==> src/rtl/pwm_pkg.sv <==
// Shared types and constants for the PWM driver family.
package pwm_pkg;

  localparam int PWM_VAL_W = 10;
  localparam logic [PWM_VAL_W-1:0] PWM_VAL_MAX = 10'd1023;

  typedef enum logic [1:0] {
    IDLE,
    MEAS_HI,
    MEAS_LO
  } pwm_cap_state_t;

endpackage

==> src/rtl/cdc_sync_2ff.sv <==
// Single-bit two-flop synchronizer for asynchronous inputs, reset to 0.
module cdc_sync_2ff (
  input  logic clk,
  input  logic rst,
  input  logic d,
  output logic q
);

  logic meta;

  always_ff @(posedge clk) begin
    if (rst) begin
      meta <= 1'b0;
      q    <= 1'b0;
    end else begin
      meta <= d;
      q    <= meta;
    end
  end

endmodule

==> src/rtl/drv_pwm_cap_10b.sv <==
// PWM input capture: measures high width and rise-to-rise period of an async pin,
// reports a saturated 10-bit duty value per period and flags a stuck pin.
module drv_pwm_cap_10b #(
  parameter int CNT_W   = 16,
  parameter int TIMEOUT = 4096
) (
  input  logic             i_clk,
  input  logic             i_rst,
  input  logic             i_drv_port,
  output logic [CNT_W-1:0] o_high_cnt,
  output logic [CNT_W-1:0] o_period_cnt,
  output logic [9:0]       o_val,
  output logic             o_valid,
  output logic             o_timeout
);
  import pwm_pkg::*;

  localparam logic [CNT_W-1:0] CNT_ONE = CNT_W'(1);
  localparam logic [CNT_W-1:0] TO_LAST = CNT_W'(TIMEOUT - 1);
  localparam logic [CNT_W-1:0] VAL_CAP = CNT_W'(PWM_VAL_MAX);

  function automatic logic [CNT_W-1:0] sat_inc(input logic [CNT_W-1:0] x);
    return (x == '1) ? x : x + CNT_ONE;
  endfunction

  logic s2, s3;
  logic [2:0] warm;
  logic rise, fall, timeout_hit;
  pwm_cap_state_t state, state_nxt;
  logic [CNT_W-1:0] hcnt, pcnt, hlat, icnt;
  logic [CNT_W-1:0] hcnt_nxt, pcnt_nxt, hlat_nxt, icnt_nxt;
  logic [CNT_W-1:0] high_nxt, period_nxt;
  logic [9:0] val_nxt;
  logic valid_nxt, timeout_nxt;

  cdc_sync_2ff u_sync (
    .clk (i_clk),
    .rst (i_rst),
    .d   (i_drv_port),
    .q   (s2)
  );

  // Edges are ignored until s3 holds a real pin sample; otherwise a pin that is
  // high across reset would look like a fresh rise and publish a partial period.
  assign rise = warm[2] & s2 & ~s3;
  assign fall = warm[2] & ~s2 & s3;
  assign timeout_hit = ~(rise | fall) && (icnt == TO_LAST);

  always_comb begin
    state_nxt   = state;
    hcnt_nxt    = hcnt;
    pcnt_nxt    = pcnt;
    hlat_nxt    = hlat;
    high_nxt    = o_high_cnt;
    period_nxt  = o_period_cnt;
    val_nxt     = o_val;
    valid_nxt   = 1'b0;
    timeout_nxt = o_timeout;
    icnt_nxt    = (rise | fall) ? '0 : sat_inc(icnt);

    case (state)
      IDLE: begin
        if (rise) begin
          state_nxt = MEAS_HI;
          hcnt_nxt  = CNT_ONE;
          pcnt_nxt  = CNT_ONE;
        end
      end
      MEAS_HI: begin
        pcnt_nxt = sat_inc(pcnt);
        if (fall) begin
          state_nxt = MEAS_LO;
          hlat_nxt  = hcnt;
        end else begin
          hcnt_nxt = sat_inc(hcnt);
        end
      end
      MEAS_LO: begin
        if (rise) begin
          state_nxt   = MEAS_HI;
          high_nxt    = hlat;
          period_nxt  = pcnt;
          val_nxt     = (hlat > VAL_CAP) ? PWM_VAL_MAX : hlat[PWM_VAL_W-1:0];
          valid_nxt   = 1'b1;
          timeout_nxt = 1'b0;
          hcnt_nxt    = CNT_ONE;
          pcnt_nxt    = CNT_ONE;
        end else begin
          pcnt_nxt = sat_inc(pcnt);
        end
      end
      default: state_nxt = IDLE;
    endcase

    // Fires once: the idle counter passes TO_LAST and keeps counting while stuck.
    if (timeout_hit) begin
      state_nxt   = IDLE;
      high_nxt    = '0;
      period_nxt  = '0;
      val_nxt     = s2 ? PWM_VAL_MAX : '0;
      valid_nxt   = 1'b1;
      timeout_nxt = 1'b1;
    end
  end

  always_ff @(posedge i_clk) begin
    if (i_rst) begin
      s3           <= 1'b0;
      warm         <= '0;
      state        <= IDLE;
      hcnt         <= '0;
      pcnt         <= '0;
      hlat         <= '0;
      icnt         <= '0;
      o_high_cnt   <= '0;
      o_period_cnt <= '0;
      o_val        <= '0;
      o_valid      <= 1'b0;
      o_timeout    <= 1'b0;
    end else begin
      s3           <= s2;
      warm         <= {warm[1:0], 1'b1};
      state        <= state_nxt;
      hcnt         <= hcnt_nxt;
      pcnt         <= pcnt_nxt;
      hlat         <= hlat_nxt;
      icnt         <= icnt_nxt;
      o_high_cnt   <= high_nxt;
      o_period_cnt <= period_nxt;
      o_val        <= val_nxt;
      o_valid      <= valid_nxt;
      o_timeout    <= timeout_nxt;
    end
  end

endmodule

==> config.mk <==
export PLATFORM = sky130hd
export DESIGN_NAME = drv_pwm_cap_10b
export DESIGN_NICKNAME = d
export VERILOG_FILES = /design/src/rtl/pwm_pkg.sv /design/src/rtl/cdc_sync_2ff.sv /design/src/rtl/drv_pwm_cap_10b.sv
export SDC_FILE = /design/constraint.sdc
export NUM_CORES = 1
export LEC_CHECK = 0
export ABC_AREA = 1
export BUFFER_PORTS_ARGS = -buffer_cell sky130_fd_sc_hd__buf_4
export CORE_MARGIN = 1
export CORE_UTILIZATION = 45
export CTS_CLUSTER_SIZE = 25
export DETAILED_ROUTE_END_ITERATION = 8
export GPL_ROUTABILITY_DRIVEN = 0
export GPL_TIMING_DRIVEN = 0
export PLACE_DENSITY = 0.67
export SYNTH_ARGS = -nofsm -noshare
export SYNTH_HDL_FRONTEND = slang
export SYNTH_HIERARCHICAL = 1
export SYNTH_SLANG_ARGS = --single-unit
==> constraint.sdc <==
create_clock -name i_clk -period 4 [get_ports i_clk]
set_clock_uncertainty 0.15 [all_clocks]
set_input_delay 0.6 -clock i_clk [delete_from_list [all_inputs] [get_ports i_clk]]
set_output_delay 0.6 -clock i_clk [all_outputs]
set_load 0.1 [all_outputs]
# Word level (Yosys, flattened, before mapping)
# Cells that the tools add are included.
word_totals:
  register_bits: 116
  input_bits: 3
  word_cells: 75
op_classes:
  add_sub_neg: 3
  n_lt_le_gt_ge: 1
  eq_ne: 11
  muxes: 22
  n_bitwise: 8
  n_reduce_logical: 15
op_table:
  columns: ["operator", "count"]
  rows:
  - ["$mux 16", 5]
  - ["$mux 10", 5]
  - ["$add 16x1->16 const B", 3]
  - ["$eq 16x16->1 const B", 3]
  - ["$pmux 16 s3", 1]
  - ["$pmux 16 s2", 1]
  - ["$eq 16x12->1 const B", 1]
  - ["$gt 16x10->1 const B", 1]
  - ["$reduce_and 2->1", 5]
  - ["$ne 2x2->1 const B", 4]
  - ["$mux 1", 7]
  - ["$reduce_bool 2->1", 3]
  - ["$reduce_or 2->1", 3]
  - ["$and 1x1->1", 4]
  - ["$mux 2", 2]
  - ["$pmux 2 s2", 1]
  - ["$reduce_and 4->1", 1]
  - ["$not 1->1", 3]
  - ["$reduce_bool 3->1", 1]
  - ["$eq 2x1->1 const B", 1]
  - ["$eq 2x2->1 const B", 1]
  - ["$logic_not 2->1", 1]
  - ["$ne 2x1->1 const B", 1]
  - ["$logic_and 1x1->1", 1]
  - ["$or 1x1->1", 1]

# Logic depth before layout (Yosys ltp)
# Gate-level depths: netlist of run 1.
depth:
  depth_word: 8
  ltp_mapped: 13
  ltp_nobuf: 13

# Modules after synthesis
# The synthesis of run 1 kept the hierarchy.
by_module_without_submodules:
  columns: ["mod", "instances", "cells_each", "area_each_um2", "seq_area_each_um2"]
  rows:
  - ["drv_pwm_cap_10b", 1, 763, 5273.8, 2282.2]
  - ["cdc_sync_2ff", 1, 6, 55.1, 40.0]

# Worst setup path before layout of run 1
# OpenSTA, ideal clock, no wires.
synth_path:
  kind: "register -> register"
  start: "register state[0]"
  end: "register hcnt[2]"
  arrival_ns: 1.531
  setup_slack_ns: 2.201
  stages_incl_launch_ff: 12
  synth_period_minus_slack_ns: 1.799
  path_cell_list: "dfxtp_1 > inv_1 > ha_1 > inv_2 > nand2_2 > nand2_1 > nand2_1 > nor2_4 > nand2_4 > buf_6 > nor3b_1 > nor2_1"
synth_via:
  elab_chain_cells: 4
  word_cells_on_any_way: 10
  classes_between: "eq/ne: 5; mux: 1; reduce/logical: 4"
synth_rtl:
  columns: ["item", "line", "source"]
  rows:
  - ["from (decl)", "drv_pwm_cap_10b.sv:29", "pwm_cap_state_t state, state_nxt;"]
  - ["from (signal assigned)", "drv_pwm_cap_10b.sv:123", "state <= state_nxt;"]
  - ["$eq 2x2->1 / $logic_not 2->1 (equally long branches)", "drv_pwm_cap_10b.sv:61", "case (state)"]
  - ["$reduce_or 2->1 (no source line)", null, null]
  - ["$ne 2x1->1 (no source line) / $reduce_bool 2->1 (equally long branches)", null, null]
  - ["$reduce_and 4->1 (no source line)", null, null]
  - ["to (signal assigned)", "drv_pwm_cap_10b.sv:124", "hcnt <= hcnt_nxt;"]
  - ["to (decl)", "drv_pwm_cap_10b.sv:30", "logic [CNT_W-1:0] hcnt, pcnt, hlat, icnt;"]
# Several ways; a longest one is shown, not always the timed one.
# A chain may end at the register's enable or synchronous reset.

# Worst setup path in the final report of run 1
layout_path:
  start: "register icnt[0]"
  end: "register o_high_cnt[9]"
layout_via:
  elab_chain_cells: 3
layout_rtl:
  columns: ["item", "line", "source"]
  rows:
  - ["from (decl)", "drv_pwm_cap_10b.sv:30", null]
  - ["from (signal assigned)", "drv_pwm_cap_10b.sv:127", "icnt <= icnt_nxt;"]
  - ["$eq 16x12->1", "drv_pwm_cap_10b.sv:47", "assign timeout_hit = ~(rise | fall) && (icnt == TO_LAST);"]
  - ["$logic_and 1x1->1", "drv_pwm_cap_10b.sv:47", null]
  - ["$reduce_or 2->1 (no source line)", null, null]
  - ["to (signal assigned)", "drv_pwm_cap_10b.sv:128", "o_high_cnt <= high_nxt;"]
  - ["to (decl)", "drv_pwm_cap_10b.sv:10", "output logic [CNT_W-1:0] o_high_cnt,"]
# Every way passes these cells.

==> flow_summary.toml, run 1 <==
[clock_network]
clockRootBuffer = "clkbuf_16"
cts_buffer_depth = 2
clock_latency_ns = 0.41
post_cts_buffers = 0
cts_hold_buf = 0
cts_resized = 0
htreeDepth = 4
cts_sinks = 116
path_clk_slew_ns = 0.05
cts_tree = "yes"
cts_buffers = 17

[floorplan]
rows = 39
start_util_pct = 46.5
io_pins = 47
core-area_um2 = 11500
die_w_um = 111
die_y_um = 111
die_area_um2 = 12300

[setup_path]
path_cells = "ha_1 > nand3_1 > nor2_2 > nand3b_1 > nand2_1 > buf_2 > a21oi_1"
cp_data_required_time_ns = 4.14
critPathMaxFanout = 10
crit_path_start_kind = "flip-flop"
slowest_stage = "dfxtp_1"
end_kind = "flip-flop"
worstSetupPathType = "flip-flop to flip-flop"
cpPeakStageDelay_ns = 0.39
cp_data_arrival_time_ns = 2.23

[synth]
yosys.area.top_type_share_pct = 43.6
synthesis.area_um2 = 5330
yosys-top-cells-area = "dfxtp_1, nand2_1, nor2_1, a21oi_1, inv_1"
synth_nets = 779
syn_inst = 769
synth_compound_area_share_pct = 11.0
synth-xor-area-share_pct = 1.97
yosys_warnings = 6
synth_top_family_by_area = "simple AND/OR/NAND/NOR gates"
synth-simple-area-share_pct = 33.7
synth_cell_type_count = 34
synthMuxAreaShare_pct = 0
yosys.area_share.adder_pct = 1.64
synth_most_common_cell = "nand2_1"
synthArstFlopShare_pct = 0
synth-seq-area-share_pct = 43.6
synth_commonest_cells = "nand2_1, dfxtp_1, nor2_1, inv_1, a21oi_1"
syn_avg_cell_area_um2 = 6.93
synth_edf_count = 0
synth_top_area_cell = "dfxtp_1"
ys_seq_elements = 116
synth_ff_type = "dfxtp_1"

[routing]
ant_nets = 0
routed_via_density = 5.13
wl_um = 12900
wire_per_inst_um = 13.0
drt_first_iter_violations = 355
num_vias = 5081
drtPass1Iterations = 5
post-route-drc-count = 0

[grt]
grt_max_degree = 17
track_usage_pct = 22.3
antenna_found_initial = 0
overflow = 0
grt_pass1_wl_um = 22100
grt_pass1_vias = 4678

[power_and_ir_drop]
power_density_nw_per_um2 = 441
internal_power_mw = 2.25
clock_power_share_pct = 54.1
power_frac_comb_pct = 4.5
vdd_drop_max_uv = 388
switching_share_pct = 21.3
p_seq_share_pct = 41.4
p_sw_uw = 609
leakage_nw = 2.65

[timing]
fmax_mhz = 479
finalCritPeriodShare_pct = 52.2
slew_headroom_pct = 62.6
worstMarginPinSlew_ns = 0.561
tns_ns = 0
maxSlewViolCount = 0
timing.final.hold_violations = 0
rsz0062_at_grt = "no"
timing.final.crit_period_ns = 2.09
setup_viol = 0

[cells_and_area]
insertedDiodeCount = 0
layout.cells.non_filler = 990
syn_to_final_growth_pct = 21.3
num-nets-final = 844
drive_gt1_share_pct = 14.2

[placed_design]
post-dp-hpwl_um = 9410
post-place-cells = 958
io_buffer_count = 46

[run]
drv_cap = 0

[outcome]
status = "complete, no violations"

[min_path]
hold_class = "primary input to flip-flop"
## sequential cells by signal, indices dropped and copies added, names as in the netlist, 3 cells and up
| name | cells |
|---|---|
| hcnt | 16 |
| hlat | 16 |
| icnt | 16 |
| o_high_cnt | 16 |
| o_period_cnt | 16 |
| pcnt | 16 |
| o_val | 10 |
| warm | 3 |
## routing by layer
layer,vias up,global-route usage [%],wire [um]
li1,2598,-,-
met1,2338,30.4,6400
met2,134,34.2,5700
met3,11,5.80,608
met4,0,7.56,146
met5,-,0,0
## layout make-up
class	count	area, um2
plain buffers	23	115
clock buffers	23	488
clock inverters	9	125
fillers	1079	5000
inverters	83	314
multi-input cells	547	2580
flip-flops and latches	116	2320
well taps	143	179
repair buffers	46	345
## final timing paths
path | endpoint | cells after the start | slack, ns | start
max reg2reg | o_high_cnt[9] | 7 | 1.91 | icnt[0]
min | u_sync/meta | 2 | 0.24 | i_rst
min reg2reg | warm[2] | 2 | 0.27 | warm[1]
max | o_high_cnt[9] | 7 | 1.91 | icnt[0]
## cell families after synthesis
group | after synthesis
compound gates | 113
simple gates | 415
flops | 116
fa+ha+maj | 7
buf+inv | 106
xor+xnor | 12
## placed cells by master, fill, tap and decap left out, types with 12 or more instances in the layout
cell         n
a21oi_1     64
clkbuf_16   17
nor2_1     109
o21ai_0     37
buf_4       47
nand3_1     57
nand4_1     12
inv_1       77
dfxtp_1    116
nand2_1    201
clkbuf_1    12
## worst max-delay path: cells and delay by family (launching register included)
kind / cells / cell delay (ns)
AND/OR/NAND/NOR: 4 / 0.84
adder cells (fa/ha/maj): 1 / 0.24
flip-flops: 1 / 0.39
AO/OA/AOI/OAI: 1 / 0.06
buffers and inverters: 1 / 0.29
## power groups by stage
| stage | clock, mW | combinational [mW] | sequential [mW] |
|---|---|---|---|
| 6_report | 1.54 | 0.130 | 1.18 |
| 3_3_place_gp | 0 | 0.126 | 1.20 |
| 2_1_floorplan | 0 | 0.0960 | 1.20 |
| 4_1_cts | 1.57 | 0.129 | 1.18 |
| 3_5_place_dp | 0 | 0.129 | 1.20 |
| 5_1_grt | 1.63 | 0.144 | 1.18 |
## through the flow
stage | setup WS, ns | power (mW) | instance area [um2] | hold WS [ns] | utilization, %
after CTS | 1.91 | 2.88 | 6470 | 0.224 | 56.4
after floorplan | 2.20 | 1.30 | 5330 | 0.238 | -
final | 1.91 | 2.85 | 6470 | 0.242 | 56.4
after global placement | 1.95 | 1.33 | 5850 | 0.243 | 51.0
after detailed placement | 1.93 | 1.33 | 5850 | 0.251 | 51.0
after global routing | 1.74 | 2.95 | 6470 | 0.242 | 56.4
No activity file was read; power rests on OpenSTA's default activity.
==> run 2, diff against run 1 <==
Settings changed: ABC_AREA 1 to 0.
Clock period 4 ns to 2 ns, I/O delays scaled along.
==> run 2 against run 1 <==
  * The flow now finishes with violations (negative setup slack)
  * Non-clock buffer count increased by 22
  * Maximum frequency decreased by 3.7%
  * Hold slack got worse by 0.078 ns
  * Core utilization increased by 4.9 points
  * Count of clock-buffer cells in the layout decreased by 4
  * Combinational power decreased by 13%
  * Sequential power increased by 97%
  * Die area decreased by 7.0%
  * Critical path depth increased by 1
  * Synthesized cell count decreased by 21%
  * Largest cell class unchanged
  * Largest power group unchanged
==> flow_summary.toml, run 2 <==
[outcome]
status = "finished, violations left"
violations = "negative setup slack"

[timing]
worstMarginPinSlew_ns = 0.587
timing.final.hold_violations = 0
rsz0062_at_grt = "yes"
timing.hold.ws_ns = 0.164
slew_headroom_pct = 60.9
maxSlewViolCount = 0
fmax_mhz = 461
setup_viol = 17
worst_slack_ns = -0.169
timing.final.crit_period_ns = 2.17
finalCritPeriodShare_pct = 108

[run]
drv_cap = 0

[grt]
antenna_found_initial = 0
track_usage_pct = 23.1
overflow = 0
grt_max_degree = 17
grt_pass1_vias = 4324
grt_pass1_wl_um = 20500

[cells_and_area]
layout.cells.non_filler = 833
final_cell_mix = "nand2_1, dfxtp_1, a21oi_1, buf_4, nor2_1"
num-nets-final = 694
syn_to_final_growth_pct = 30.2
layout_commonest_cell = "nand2_1"
insertedDiodeCount = 0
drive_gt1_share_pct = 21.7

[setup_path]
worstSetupPathType = "flip-flop to flip-flop"
cp_data_required_time_ns = 2.30
cp_data_arrival_time_ns = 2.47
end_kind = "flip-flop"
reg2reg_depth = 8
crit_path_start_kind = "flip-flop"
critPathMaxFanout = 5

[synth]
yosys-top-cells-area = "dfxtp_1, nand2_1, a21oi_1, nor2_1, xor2_1"
syn_inst = 604
synth_top_area_cell = "dfxtp_1"
synth_edf_count = 0
synth_nets = 614
synth-seq-area-share_pct = 46.9
synth_commonest_cells = "nand2_1, dfxtp_1, a21oi_1, nor2_1, clkbuf_1"
synth_ff_type = "dfxtp_1"
synth_cell_type_count = 51
synth_most_common_cell = "nand2_1"
ys_seq_elements = 116
synthArstFlopShare_pct = 0
syn_avg_cell_area_um2 = 8.19
yosys.area.top_type_share_pct = 46.9
yosys_warnings = 6
synthesis.area_um2 = 4950

[floorplan]
rows = 37
die_y_um = 107
die_area_um2 = 11400
die_w_um = 107
start_util_pct = 47.1
io_pins = 47
core-area_um2 = 10500

[power_and_ir_drop]
power_density_nw_per_um2 = 865
vdd_drop_max_uv = 629
leakage_nw = 2.30

[routing]
post-route-drc-count = 0
routed_via_density = 5.58
wl_um = 12700
drt_first_iter_violations = 273
ant_nets = 0
wire_per_inst_um = 15.3
num_vias = 4645
drtPass1Iterations = 4

[clock_network]
cts_buffer_depth = 2
clockRootBuffer = "clkbuf_8"
cts_sinks = 116
cts_tree = "yes"
cts_buffers = 17
path_clk_slew_ns = 0.06
clock_latency_ns = 0.52
htreeDepth = 4

[min_path]
min_path_cells = 3
hold_class = "primary input to flip-flop"

[placed_design]
io_buffer_count = 46
post-dp-hpwl_um = 8550
post-place-cells = 786
## run 2: cell count changes in the layout (fill, tap and decap cells not counted), sizes merged, moves of 7 or more
| cell | change |
|---|---|
| o221ai | +10 |
| nor4 | +7 |
| nor2 | -65 |
| nand3 | -41 |
| o21ai | -16 |
| o2111ai | +7 |
| and3 | +7 |
| buf | +12 |
| nand2 | -70 |
| inv | -75 |
| xor2 | +11 |
## run 2: logic make-up after synthesis
family,count (synthesis),synth area share [%]
buffers and inverters,37,3.08
and+or+nand+nor,279,25.8
xor gates and xnor gates,24,4.25
AOI/OAI and AO/OA,135,17.0
adders and majority gates,7,1.77
muxes,6,1.21
DFF,116,46.9
## run 2: power breakdown
| group | internal, mW | total, mW | switching (mW) |
|---|---|---|---|
| Combinational | 0.0413 | 0.113 | 0.0713 |
| Clock | 2.05 | 3.12 | 1.07 |
| Sequential | 2.32 | 2.33 | 0.0135 |
## run 2: layout make-up
type	instances	area (um2)
fillers	902	4070
multi-input cells	451	2610
flip-flops and latches	116	2340
repair buffers	68	552
clock buffers	19	432
clock inverters	13	181
well taps	136	170
plain buffers	23	119
inverters	7	31.3
## run 2: worst max-delay path: stages, from the launching register on
cell and delay, ns:
dfxtp_4 0.37, inv_4 0.05, ha_4 0.15, or2_4 0.26
a211oi_4 0.31, o211ai_4 0.16, buf_6 0.16, or3b_1 0.34
a21oi_1 0.14
## run 2: repair_timing
action,4_1_cts,5_1_grt
resized for setup,33,38
endpoints found under the setup margin,73,79
setup buffers,13,7
hold buffers,2,0
pin swaps,11,14
hold endpoints to repair,2,0
## run 2: final timing paths
path,slack (ns),to,startpoint
hold / removal,0.16,warm[2],i_rst
setup reg to reg,-0.17,hcnt[2],state[0]
setup / recovery,-0.17,hcnt[2],state[0]
hold reg to reg,0.29,u_sync/q,u_sync/meta
## run 2: metrics by stage
step / TNS (ns) / power, mW / instance area [um2] / utilization (%) / setup slack (ns)
after floorplan: -1.52 / 2.45 / 4990 / - / -0.203
after global placement: -20.90 / 2.47 / 5510 / 52.4 / -0.411
after detailed placement: -24.40 / 2.48 / 5510 / 52.4 / -0.486
after CTS: -2.96 / 5.61 / 6310 / 60.0 / -0.217
after global routing: -3.54 / 5.73 / 6440 / 61.3 / -0.264
final: -1.57 / 5.57 / 6440 / 61.3 / -0.169
## run 2: layer usage
metal	wire length [um]	share of wire (%)	up-vias	track usage, %
li1	-	-	2290	-
met1	5800	46	2218	28.6
met2	6210	49	119	37.7
met3	529	4.2	18	6.32
met4	182	1.4	0	9.98
met5	0	0	-	0
==> run 3, diff against run 2 <==
Settings changed: ABC_AREA 0 to 1, HOLD_SLACK_MARGIN set to 0.05.
==> run 3 against run 2 <==
  * The flow now finishes without violations
  * Maximum frequency up 14%
  * Clock power about the same
  * Critical path depth down 1
  * Final cell count up 20%
  * Sequential cell count unchanged
  * Routed wire length up 3.2%
  * Core utilization down 3.4 points
  * Combinational power rose to 2.8 times the previous value
  * Die area up 7.5%
==> flow_summary.toml, run 3 (synthesis gave the netlist of run 1 again) <==
[outcome]
status = "complete, no violations"

[clock_network]
cts_sinks = 116
htreeDepth = 4
clockRootBuffer = "clkbuf_16"
cts_buffer_depth = 2
path_clk_slew_ns = 0.05
clock_latency_ns = 0.41
cts_tree = "yes"
cts_buffers = 17

[placed_design]
placed_area_um2 = 5850
io_buffer_count = 46
post-dp-hpwl_um = 9410

[setup_path]
end_kind = "flip-flop"
cp_data_arrival_time_ns = 2.12
cp_data_required_time_ns = 2.21
r2r_start = "state[0]"
crit_path_start_kind = "primary input"
crit_path_start = "i_rst"
r2r_slack_ns = 0.10
worstSetupPathType = "primary input to flip-flop"
critPathMaxFanout = 10

[floorplan]
start_util_pct = 46.5
die_area_um2 = 12300
die_y_um = 111
core-area_um2 = 11500
die_w_um = 111
io_pins = 47
rows = 39

[routing]
drtPass1Iterations = 5
num_vias = 5129
wl_um = 13100
post-route-drc-count = 0
drt_first_iter_violations = 383
routed_via_density = 5.13
ant_nets = 0
wire_per_inst_um = 13.1

[grt]
grt_busiest_layer = "met2"
met3_usage_pct = 5.80
grtUsageMet1_pct = 30.6
track_usage_pct = 22.5
grt_use_met2_pct = 34.5
grt_max_degree = 17
grt_pass1_vias = 4718
antenna_found_initial = 0
overflow = 0
grt_pass1_wl_um = 22300

[timing]
setup_viol = 0
finalCritPeriodShare_pct = 95.4
fmax_mhz = 524
slew_headroom_pct = 61.6
maxSlewViolCount = 0
timing.final.crit_period_ns = 1.91
worstMarginPinSlew_ns = 0.577
timing.final.hold_violations = 0

[power_and_ir_drop]
vdd_drop_max_uv = 776
power_density_nw_per_um2 = 870
p_total_mw = 5.78
leakage_nw = 2.73

[cells_and_area]
num-nets-final = 853
fin_area_um2 = 6640
seq_area_um2 = 2330
multiInputGateArea_um2 = 2640
drive_gt1_share_pct = 16.8
final_cell_mix = "nand2_1, dfxtp_1, nor2_1, inv_1, a21oi_1"
layout_commonest_cell = "nand2_1"
syn_to_final_growth_pct = 24.6
nFillCells = 1063
insertedDiodeCount = 0

[run]
drv_cap = 0

[min_path]
min_from = "warm[1]"
hold_class = "flip-flop to flip-flop"
run 3: changes by cell type in the layout (fill, tap and decap cells not counted), sizes merged, moves of 10 or more:
| cell | before | now |
|---|---|---|
| inv | 8 | 83 |
| nand2 | 134 | 204 |
| nor2 | 56 | 121 |
| nand3 | 21 | 62 |
| o21ai | 22 | 38 |
| xor2 | 19 | 8 |
| o221ai | 10 | 0 |
run 3: worst paths after layout:
| path | depth (start not counted) | endpoint |
|---|---|---|
| max | 7 | o_val[4] |
| min | 2 | warm[2] |
| max reg2reg | 8 | o_period_cnt[5] |
| min reg2reg | 2 | warm[2] |
run 3: where the power goes:
group / total, mW / switching, mW / internal, mW
clock network: 3.10 / 1.02 / 2.08
registers: 2.36 / 0.0249 / 2.34
logic: 0.317 / 0.202 / 0.115
total: 5.78 / 1.25 / 4.53
run 3: worst max-delay path, stage by stage:
cell,delay [ns]
dlygate4sd3_1,0.54
buf_4,0.16
inv_1,0.15
clkbuf_1,0.37
clkbuf_1,0.42
nand2_1,0.11
inv_1,0.07
run 3: metal layers:
layer | vias up | share of wire (%) | wire length [um]
met3 | 16 | 5.2 | 683
met1 | 2350 | 49 | 6430
met4 | 0 | 1.5 | 202
met2 | 145 | 44 | 5810
li1 | 2618 | - | -
met5 | - | 0 | 0
run 3: final cells by class:
cell class	instances	share of cell area, %
repair buffers	55	6.56
well taps	143	2.69
clock inverters	9	1.88
flip-flops and latches	116	35.0
clock buffers	23	7.35
multi-input cells	547	39.7
inverters	83	4.80
plain buffers	23	1.96
run 3: stage by stage:
step | hold slack [ns] | std cells | TNS, ns | setup slack (ns) | utilization, %
finish | 0.267 | 999 | 0 | 0.0915 | 57.9
global route | 0.280 | 999 | -0.0764 | -0.0232 | 57.9
CTS | 0.265 | 993 | 0 | 0.00828 | 56.7
detailed placement | 0.251 | 958 | -1.90 | -0.0672 | 51.0
global placement | 0.243 | 958 | -1.09 | -0.0460 | 51.0
floorplan | 0.221 | 769 | 0 | 0.201 | -
run 3: repair_timing:
action                     CTS  global route
setup endpoints to repair   42            84
hold buffers                 2             0
cloned                       0             1
buffers inserted             1             5
hold endpoints to repair     2             0
pin swaps                    0             5
resized for setup            4            30
